$ cat src/rtl/pipe_hazard_ctrl_pkg.sv
// Shared pipeline definitions: stage-bit positions, strobe masks and
// hazard-sequencer FSM encodings.
package pipe_hazard_ctrl_pkg;

    localparam int unsigned STG_PC    = 0;
    localparam int unsigned STG_IFID  = 1;
    localparam int unsigned STG_IDEX  = 2;
    localparam int unsigned STG_EXMEM = 3;
    localparam int unsigned STG_MEMWB = 4;
    localparam int unsigned NUM_STG   = 5;

    typedef enum logic [1:0] {
        StRun    = 2'd0,
        StMcWait = 2'd1,
        StFlush  = 2'd2
    } hz_state_e;

    function automatic logic [NUM_STG-1:0] stg_bit(input int unsigned stg);
        return NUM_STG'(1) << stg;
    endfunction

    // Multi-cycle hold keeps pc..id_ex and bubbles ex_mem; load-use bubbles id_ex.
    localparam logic [NUM_STG-1:0] STALL_MC   = stg_bit(STG_PC) | stg_bit(STG_IFID)
                                              | stg_bit(STG_IDEX);
    localparam logic [NUM_STG-1:0] FLUSH_MC   = stg_bit(STG_EXMEM);
    localparam logic [NUM_STG-1:0] STALL_LU   = stg_bit(STG_PC) | stg_bit(STG_IFID);
    localparam logic [NUM_STG-1:0] FLUSH_LU   = stg_bit(STG_IDEX);
    localparam logic [NUM_STG-1:0] FLUSH_BR   = stg_bit(STG_IFID) | stg_bit(STG_IDEX);
    localparam logic [NUM_STG-1:0] FLUSH_IFID = stg_bit(STG_IFID);
    localparam logic [NUM_STG-1:0] ALL_STG    = FLUSH_BR | STALL_MC | FLUSH_MC
                                              | stg_bit(STG_MEMWB);

endpackage

$ cat src/rtl/pipe_hazard_ctrl_sat_counter.sv
// Saturating up-counter with synchronous clear, used for perf statistics.
module sat_counter #(
    parameter int unsigned W = 16
) (
    input  logic         clk,
    input  logic         rst_n,
    input  logic         en,
    input  logic         clr,
    output logic [W-1:0] q
);

    always_ff @(posedge clk or negedge rst_n) begin
        if (!rst_n) begin
            q <= '0;
        end else if (clr) begin
            q <= '0;
        end else if (en && (q != {W{1'b1}})) begin
            q <= q + 1'b1;
        end
    end

endmodule

$ cat src/rtl/pipe_hazard_ctrl.sv
// Central stall/flush sequencer: load-use detection, multi-cycle EX hold with
// timeout, and wrong-path squash after taken branches.
module pipe_hazard_ctrl
    import pipe_hazard_ctrl_pkg::*;
#(
    parameter int unsigned FLUSH_CYC = 1,
    parameter int unsigned MC_TMO    = 64,
    parameter int unsigned CNT_W     = 16
) (
    input  logic             clk,
    input  logic             rst_n,
    input  logic             id_re1,
    input  logic [4:0]       id_rs1,
    input  logic             id_re2,
    input  logic [4:0]       id_rs2,
    input  logic             ex_wreg,
    input  logic [4:0]       ex_wd,
    input  logic             ex_is_load,
    input  logic             ex_mc_req,
    input  logic             ex_mc_done,
    input  logic             ex_br_taken,
    output logic [4:0]       stall,
    output logic [4:0]       flush,
    output logic [1:0]       state_o,
    output logic             mc_timeout,
    output logic [CNT_W-1:0] stall_cnt,
    output logic [CNT_W-1:0] flush_cnt
);

    localparam int unsigned TMO_W = $clog2(MC_TMO + 1);
    localparam int unsigned FL_W  = $clog2(FLUSH_CYC + 1);

    hz_state_e        state_q, state_d;
    logic [TMO_W-1:0] tmo_q, tmo_d;
    logic [FL_W-1:0]  fl_q, fl_d;
    logic             load_use;
    logic             flush_ev;

    // x0 is never a real destination, so it cannot create a hazard.
    assign load_use = ex_is_load && ex_wreg && (ex_wd != 5'd0) &&
                      ((id_re1 && (id_rs1 == ex_wd)) || (id_re2 && (id_rs2 == ex_wd)));

    always_comb begin
        state_d    = state_q;
        tmo_d      = tmo_q;
        fl_d       = fl_q;
        stall      = '0;
        flush      = '0;
        mc_timeout = 1'b0;
        flush_ev   = 1'b0;
        unique case (state_q)
            StRun: begin
                if (ex_br_taken) begin
                    flush    = FLUSH_BR;
                    flush_ev = 1'b1;
                    if (FLUSH_CYC > 1) begin
                        state_d = StFlush;
                        fl_d    = FL_W'(FLUSH_CYC - 1);
                    end
                end else if (ex_mc_req && !ex_mc_done) begin
                    stall   = STALL_MC;
                    flush   = FLUSH_MC;
                    state_d = StMcWait;
                    tmo_d   = TMO_W'(1);
                end else if (load_use) begin
                    stall = STALL_LU;
                    flush = FLUSH_LU;
                end
            end
            StMcWait: begin
                if (ex_mc_done) begin
                    state_d = StRun;
                end else if (tmo_q == TMO_W'(MC_TMO)) begin
                    mc_timeout = 1'b1;
                    state_d    = StRun;
                end else begin
                    stall = STALL_MC;
                    flush = FLUSH_MC;
                    tmo_d = tmo_q + 1'b1;
                end
            end
            StFlush: begin
                if (ex_br_taken) begin
                    flush    = FLUSH_BR;
                    flush_ev = 1'b1;
                    fl_d     = FL_W'(FLUSH_CYC - 1);
                end else begin
                    flush = FLUSH_IFID;
                    if (fl_q == FL_W'(1)) begin
                        state_d = StRun;
                    end else begin
                        fl_d = fl_q - 1'b1;
                    end
                end
            end
            default: state_d = StRun;
        endcase
    end

    always_ff @(posedge clk or negedge rst_n) begin
        if (!rst_n) begin
            state_q <= StRun;
            tmo_q   <= '0;
            fl_q    <= '0;
        end else begin
            state_q <= state_d;
            tmo_q   <= tmo_d;
            fl_q    <= fl_d;
        end
    end

    assign state_o = state_q;

    sat_counter #(
        .W(CNT_W)
    ) u_stall_cnt (
        .clk  (clk),
        .rst_n(rst_n),
        .en   (|stall),
        .clr  (1'b0),
        .q    (stall_cnt)
    );

    sat_counter #(
        .W(CNT_W)
    ) u_flush_cnt (
        .clk  (clk),
        .rst_n(rst_n),
        .en   (flush_ev),
        .clr  (1'b0),
        .q    (flush_cnt)
    );

endmodule

$ cat config.mk
export PLATFORM = sky130hd
export DESIGN_NAME = pipe_hazard_ctrl
export DESIGN_NICKNAME = d
export VERILOG_FILES = /design/src/rtl/pipe_hazard_ctrl_pkg.sv /design/src/rtl/pipe_hazard_ctrl_sat_counter.sv /design/src/rtl/pipe_hazard_ctrl.sv
export SDC_FILE = /design/constraint.sdc
export NUM_CORES = 1
export LEC_CHECK = 0
export CAP_MARGIN = 20
export CORE_UTILIZATION = 46
export DETAILED_ROUTE_END_ITERATION = 12
export HOLD_SLACK_MARGIN = 0.03
export PLACE_DENSITY = 0.77
export SETUP_SLACK_MARGIN = 0.4
export SYNTH_ARGS = -nofsm -noshare
export SYNTH_HDL_FRONTEND = slang
export SYNTH_SLANG_ARGS = --single-unit
$ cat constraint.sdc
create_clock -name clk -period 3.1 [get_ports clk]
set_input_delay 0.93 -clock clk [delete_from_list [all_inputs] [get_ports clk]]
set_output_delay 0.93 -clock clk [all_outputs]
set_load 0.03 [all_outputs]
==> impl_metrics.py, run 1 <==
metrics = {
    "floorplan": {
        "fp.dieH_um": 70.9,
        "initial_core_util": 0.492,
        "die_area_um2": 5030,
        "rows": 24,
        "pin_count": 69,
        "dieWidth_um": 70.9,
        "design.core.area_um2": 4440,
    },
    "synthesis": {
        "syn_inst": 222,
        "synthArstFlopShare": 1.00,
        "ys_types": 33,
        "synth_area_per_cell_um2": 9.84,
        "ys_seq_area_frac": 0.458,
        "ys_ff_latch": 40,
        "synthFlopType": "dfrtp_1",
        "syn_area_um2": 2180,
        "synth_warnings": 0,
        "synth_edf_count": 0,
    },
    "global_route": {
        "antenna_found_initial": 0,
        "globalRouteOverflowTotal": 0,
        "grt_pass1_vias": 1735,
        "grt_use_total": 0.205,
        "grt_pass1_wl_mm": 7.98,
        "grt_max_degree": 41,
    },
    "cts": {
        "cts_buffers": 5,
        "insertion_delay_ns": 0.29,
        "cts_buffer_depth": 2,
        "cts.sinks": 40,
        "root_buffer": "clkbuf_8",
        "cts_tree": "built",
        "cts_max_level": 2,
        "clkTransAtPathRegs_ns": 0.08,
    },
    "worst_setup_path": {
        "r2r_cells": 10,
        "crit_fanout": 3,
        "startpoint_type": "primary input",
        "crit_type": "primary input to output port",
        "cp.arrival_ns": 2.20,
        "cp-endpoint": "stall[0]",
        "r2r_setup_slack_ns": 1.02,
        "worstPathRequired_ns": 2.17,
        "end_kind": "output port",
        "rr_endpoint": "u_stall_cnt.q[5]",
        "critPathLaunch": "ex_wd[2]",
        "r2r-start": "tmo_q[0]",
    },
    "pwr": {
        "ir_worst_vdd_v": 0.000444,
        "p_leak_uw": 0.00153,
        "p_per_area_nw_per_um2": 549,
        "p_total_uw": 1720,
    },
    "timing": {
        "min_period_ns": 3.13,
        "hold_violations": 0,
        "rsz0062_at_grt": "true",
        "hold_slack_ns": 0.488,
        "drv_slew": 0,
        "worst_pin_slew_ns": 0.869,
        "max_freq_mhz": 319,
        "fin_ws_ns": -0.0342,
        "min_period_over_period": 1.01,
        "fin_skew_ns": 0.00621,
        "setup_tns_ns": -0.0680,
        "setup_viol": 2,
        "slew_headroom": 0.421,
    },
    "placed_design": {
        "dp.final_hpwl_mm": 3.50,
        "io_buffers": 63,
        "gp_congestion": 0.802,
    },
    "outcome": {
        "status": "finished with violations",
        "violations": "negative setup slack",
    },
    "drt": {
        "wl_per_cell_um": 13.2,
        "via_per_inst": 5.06,
        "remaining_drc_errors": 0,
        "routed_wl_mm": 4.78,
        "firstDrtPassIters": 6,
        "dr.first_iter.drc_count": 65,
        "drtAntennaViolNets": 0,
        "vias": 1827,
    },
    "worst_hold_path": {
        "hold_path_class": "flip-flop to flip-flop",
    },
    "layout": {
        "n_antenna_cell": 0,
        "fin_nets": 337,
        "drive_gt1_frac": 0.230,
        "syn_to_final_growth_pct": 43.8,
    },
    "flow_run": {
        "drv_cap": 0,
    },
}
-- worst min path at each step --
| stage | slack [ns] | end | start | cells after the start |
|---|---|---|---|---|
| floorplan | 0.49 | tmo_q[0] | tmo_q[0] | 1 |
| finish | 0.49 | u_flush_cnt.q[6] | u_flush_cnt.q[6] | 1 |
| global placement | 0.48 | u_flush_cnt.q[6] | u_flush_cnt.q[6] | 1 |
| global route | 0.53 | u_stall_cnt.q[10] | u_stall_cnt.q[10] | 1 |
| CTS | 0.50 | u_flush_cnt.q[6] | u_flush_cnt.q[6] | 1 |
| detailed placement | 0.49 | u_flush_cnt.q[6] | u_flush_cnt.q[6] | 1 |
-- registers in the layout, indices dropped and copies added, names as in the netlist --
register and count:
u_flush_cnt.q 16, u_stall_cnt.q 16, tmo_q 7, state_o 1
-- logic make-up after synthesis --
kind of cell | after synthesis | synth area share
buffers and inverters | 24 | 0.0584
other | 1 | 0.00172
AOI/OAI and AO/OA | 11 | 0.0458
xor gates and xnor gates | 43 | 0.172
DFF | 40 | 0.458
adders and majority gates | 4 | 0.0229
muxes | 3 | 0.0155
and+or+nand+nor | 96 | 0.225
-- where the power goes --
group | switching (uW) | internal, uW
Clock | 181 | 152
Combinational | 355 | 297
Sequential | 124 | 617
Total | 659 | 1070
-- timing repair --
item | 4_1_cts | 5_1_grt
buffers inserted | 4 | 3
pin swaps | 19 | 14
gates cloned | 0 | 0
resized for setup | 64 | 12
endpoints found under the setup margin | 21 | 5
hold buffers | 0 | 0
-- area by class of cell --
type | instances | area (um^2)
clock inverters | 2 | 12.5
fillers | 367 | 1300
multi-input cells | 162 | 1150
clock buffers | 5 | 68.8
inverters | 12 | 47.5
well taps | 52 | 65.1
flip-flops and latches | 40 | 1000
repair buffers | 88 | 795
-- routing by layer --
layer	share of wire	wire (um)	GRT usage	up-vias
li1	-	-	-	909
met4	0.0096	46	0.0667	0
met1	0.47	2240	0.272	881
met2	0.49	2320	0.333	32
met3	0.034	164	0.0470	5
met5	0	0	0	-
-- cells in the mapped netlist (all sizes together), types with 4 or more instances --
cell type / count / area (um^2)
nand3: 16 / 80.1
inv: 12 / 45.0
dfrtp: 40 / 1000
nand2: 14 / 55.1
nor3: 9 / 45.0
buf: 9 / 71.3
ha: 4 / 50.1
xnor2: 19 / 166
and3: 7 / 43.8
nand4: 12 / 90.1
xor2: 24 / 210
nor2: 27 / 101
-- through the flow --
| step | instances | utilization | setup slack [ns] | instance area, um^2 |
|---|---|---|---|---|
| after floorplan | 226 | - | 0.0547 | 2230 |
| after CTS | 358 | 0.694 | -0.0659 | 3090 |
| after detailed placement | 347 | 0.664 | -0.897 | 2950 |
| after global routing | 361 | 0.707 | -0.0739 | 3140 |
| after global placement | 347 | 0.664 | -0.866 | 2950 |
| final | 361 | 0.707 | -0.0342 | 3140 |
-- critical path, stage by stage --
cell and delay [ns]:
buf_6 0.09, or4_4 0.52, o2111ai_2 0.20, inv_1 0.09, a31o_4 0.24, buf_6 0.14
-- cells in the final DEF, fill, tap and decap left out, drive strengths merged, types with 2 or more instances in the layout --
| master | instances |
|---|---|
| conb | 5 |
| nor4 | 2 |
| dfrtp | 40 |
| nand2b | 3 |
| a21oi | 3 |
| dlygate4sd2 | 9 |
| xor2 | 24 |
| inv | 12 |
| clkdlybuf4s50 | 36 |
| nor3 | 9 |
| or4 | 2 |
| xnor2 | 19 |
| nand2 | 14 |
| clkbuf | 6 |
| buf | 40 |
| nand3 | 16 |
| and3 | 7 |
| ha | 4 |
| nor2 | 27 |
| nand4 | 12 |
| mux2 | 3 |
| nor2b | 2 |
| o21ai | 2 |
Note: power is estimated with default switching activity, not from simulation.
==> run 2: changes to the inputs <==
CORE_UTILIZATION = 49   (was 46)
PLACE_DENSITY = 0.79   (was 0.77)
SYNTH_HIERARCHICAL = 1   (was not set)
==> run 2 against run 1 <==
The flow now finishes without violations. Synthesized area is 19% higher. Register-to-register slack worse by 0.36 ns. Sequential power is 23% lower. Non-clock buffer count is 7 higher. Synthesized cell count is 25% higher. Worst setup slack better by 0.053 ns. First-iteration DRC count grew to 2.7 times the previous value. Clock skew is 0.00054 ns lower. Power is 29% lower. Final area is 23% higher. Critical endpoint is now stall[1].
==> impl_metrics.py, run 2 <==
metrics = {
    "floorplan": {
        "fp.dieH_um": 75.0,
        "dieWidth_um": 75.0,
        "design.core.area_um2": 5110,
        "initial_core_util": 0.511,
        "pin_count": 69,
        "rows": 26,
        "die_area_um2": 5620,
    },
    "layout": {
        "layout_commonest_cell": "dfrtp_1",
        "n_antenna_cell": 0,
        "final-seq-area_um2": 1000,
        "biggestRegsByFlops": "u_flush_cnt/q (16), u_stall_cnt/q (16), tmo_q (7)",
        "multiInputGateArea_um2": 1760,
        "syn_to_final_growth_pct": 48.4,
        "layout_common_cells": "dfrtp_1 (40), clkdlybuf4s50_1 (35), buf_4 (27), nand2_1 (15), buf_6 (15)",
        "drive_gt1_frac": 0.326,
        "fin_nets": 398,
        "fill_cells": 347,
    },
    "synthesis": {
        "synthArstFlopShare": 1.00,
        "synthFlopType": "dfrtp_1",
        "synth_top_cell_by_area": "dfrtp_1",
        "synth_area_per_cell_um2": 9.39,
        "synth_edf_count": 0,
        "synthTopCellsByArea": "dfrtp_1 (38%), a21oi_1 (4.2%), o31ai_1 (4.0%), mux2_1 (3.5%), or4_1 (3.5%)",
        "syn_inst": 278,
        "syn_area_um2": 2610,
        "synth_warnings": 6,
        "synth_top_area_frac": 0.384,
        "yosysMostFrequentCell": "dfrtp_1",
        "synthTopCellsByCount": "dfrtp_1 (40), a21oi_1 (22), nand2_1 (15)",
        "ys_seq_area_frac": 0.384,
        "ys_types": 47,
        "ys_ff_latch": 40,
    },
    "global_route": {
        "grt_max_degree": 41,
        "globalRouteOverflowTotal": 0,
        "antenna_found_initial": 0,
        "grt_use_total": 0.236,
        "grt_pass1_vias": 2349,
        "grt_pass1_wl_mm": 10.2,
    },
    "worst_setup_path": {
        "max_stage_delay_ns": 0.55,
        "r2r_setup_slack_ns": 0.66,
        "startpoint_type": "primary input",
        "crit_type": "primary input to output port",
        "crit_fanout": 2,
        "worstPathRequired_ns": 2.17,
        "path_cells": "dlygate4sd2_1, nand2_1, or4_4, o21ai_4, buf_6",
        "cpMaxStageDelayCell": "or4_4",
        "cp.arrival_ns": 2.15,
        "end_kind": "output port",
    },
    "cts": {
        "cts_tree": "built",
        "clkTransAtPathRegs_ns": 0.08,
        "cts_buffers": 5,
        "ctsHoldBuffers": 0,
        "cts_max_level": 2,
        "root_buffer": "clkbuf_8",
        "cts.sinks": 40,
        "insertion_delay_ns": 0.29,
        "cts_buffer_depth": 2,
    },
    "timing": {
        "fin_ws_ns": 0.0185,
        "fin_skew_ns": 0.00567,
        "min_period_over_period": 0.994,
        "slew_headroom": 0.370,
        "hold_violations": 0,
        "min_period_ns": 3.08,
        "setup_viol": 0,
        "worst_pin_slew_ns": 0.945,
        "rsz0062_at_grt": "true",
        "hold_slack_ns": 0.608,
        "max_freq_mhz": 325,
        "drv_slew": 0,
    },
    "pwr": {
        "ir_worst_vdd_v": 0.000180,
        "p_total_uw": 1220,
        "p_per_area_nw_per_um2": 316,
        "p_leak_uw": 0.00159,
    },
    "drt": {
        "drtAntennaViolNets": 0,
        "via_per_inst": 5.84,
        "dr.first_iter.drc_count": 178,
        "wl_per_cell_um": 16.5,
        "remaining_drc_errors": 0,
        "routed_wl_mm": 7.26,
        "firstDrtPassIters": 4,
        "vias": 2574,
    },
    "placed_design": {
        "gp_congestion": 0.818,
        "io_buffers": 63,
        "dpl_worst_slack_ns": -0.433,
        "dp.final_hpwl_mm": 4.49,
    },
    "outcome": {
        "status": "finished, final reports clean",
    },
    "flow_run": {
        "drv_cap": 0,
    },
    "worst_hold_path": {
        "hold_path_class": "flip-flop to flip-flop",
    },
}
==> run 2: changes by cell type after synthesis, moves of 6 or more <==
cell     before  now
mux2_1        0    8
xor2_1       24    8
or4_1         2   12
nor4_1        2    9
xnor2_1      19    4
nand3_1      16    9
a21oi_1       2   22
o21ai_1       0    6
nor2b_1       2    9
o31ai_1       1   14
nor2_1       27   12
==> run 2: routing by layer <==
layer,global-route usage,vias up,part of all wire
li1,-,1215,-
met1,0.286,1267,0.40
met2,0.427,82,0.55
met3,0.0522,10,0.038
met4,0.0545,0,0.0096
met5,0,-,0
==> run 2: cell type report <==
type	count	area share
multi-input combinational	215	0.455
timing repair buffer	95	0.227
inverter	13	0.0139
clock buffer	8	0.0233
tap	70	0.0226
sequential	40	0.258
==> run 2: worst paths after layout <==
kind	from	end	depth (start not counted)
max in group asynchronous	rst_n	u_stall_cnt/q[3]	1
setup reg to reg	u_stall_cnt/q[0]	u_stall_cnt/q[11]	6
setup / recovery	ex_wreg	stall[1]	5
hold / removal	tmo_q[0]	tmo_q[0]	1
hold reg to reg	tmo_q[0]	tmo_q[0]	1
min in group asynchronous	rst_n	u_stall_cnt/q[13]	1
==> run 2: stage by stage <==
step | utilization | cell area [um^2] | setup TNS (ns) | instances
6_report | 0.758 | 3870 | 0 | 441
5_1_grt | 0.758 | 3870 | -0.122 | 441
4_1_cts | 0.707 | 3610 | 0 | 432
3_5_place_dp | 0.671 | 3430 | -5.19 | 420
3_3_place_gp | 0.671 | 3430 | -4.24 | 420
2_1_floorplan | - | 2700 | 0 | 286
==> run 2: repair_timing <==
action,4_1_cts,5_1_grt
setup endpoints to repair,23,20
buffers inserted,4,8
pin swaps,16,19
resized for setup,75,43
cloned,0,1
==> run 2: cells by family (layout without fill, tap and decap cells) <==
kind of cell / count (synthesis) / in the layout / share of synthesized area
AO/OA/AOI/OAI: 61 / 61 / 0.164
flip-flops: 40 / 40 / 0.384
buffers and inverters: 31 / 116 / 0.0618
adder cells (fa/ha/maj): 4 / 4 / 0.0192
XOR/XNOR: 12 / 12 / 0.0403
AND/OR/NAND/NOR: 121 / 121 / 0.295
other: 1 / 9 / 0.00144
multiplexers: 8 / 8 / 0.0345
==> run 2: critical path, delay by kind of cell <==
kind	cells	cell delay, ns
and+or+nand+nor	2	0.62
buffers and inverters	2	0.42
AOI/OAI and AO/OA	1	0.17
==> run 2: where the power goes <==
| group | leakage [uW] | total (uW) | switching (uW) | internal [uW] |
|---|---|---|---|---|
| clock | 0.0000455 | 364 | 183 | 182 |
| sequential | 0.000552 | 569 | 28.6 | 540 |
| combinational | 0.000991 | 291 | 160 | 130 |
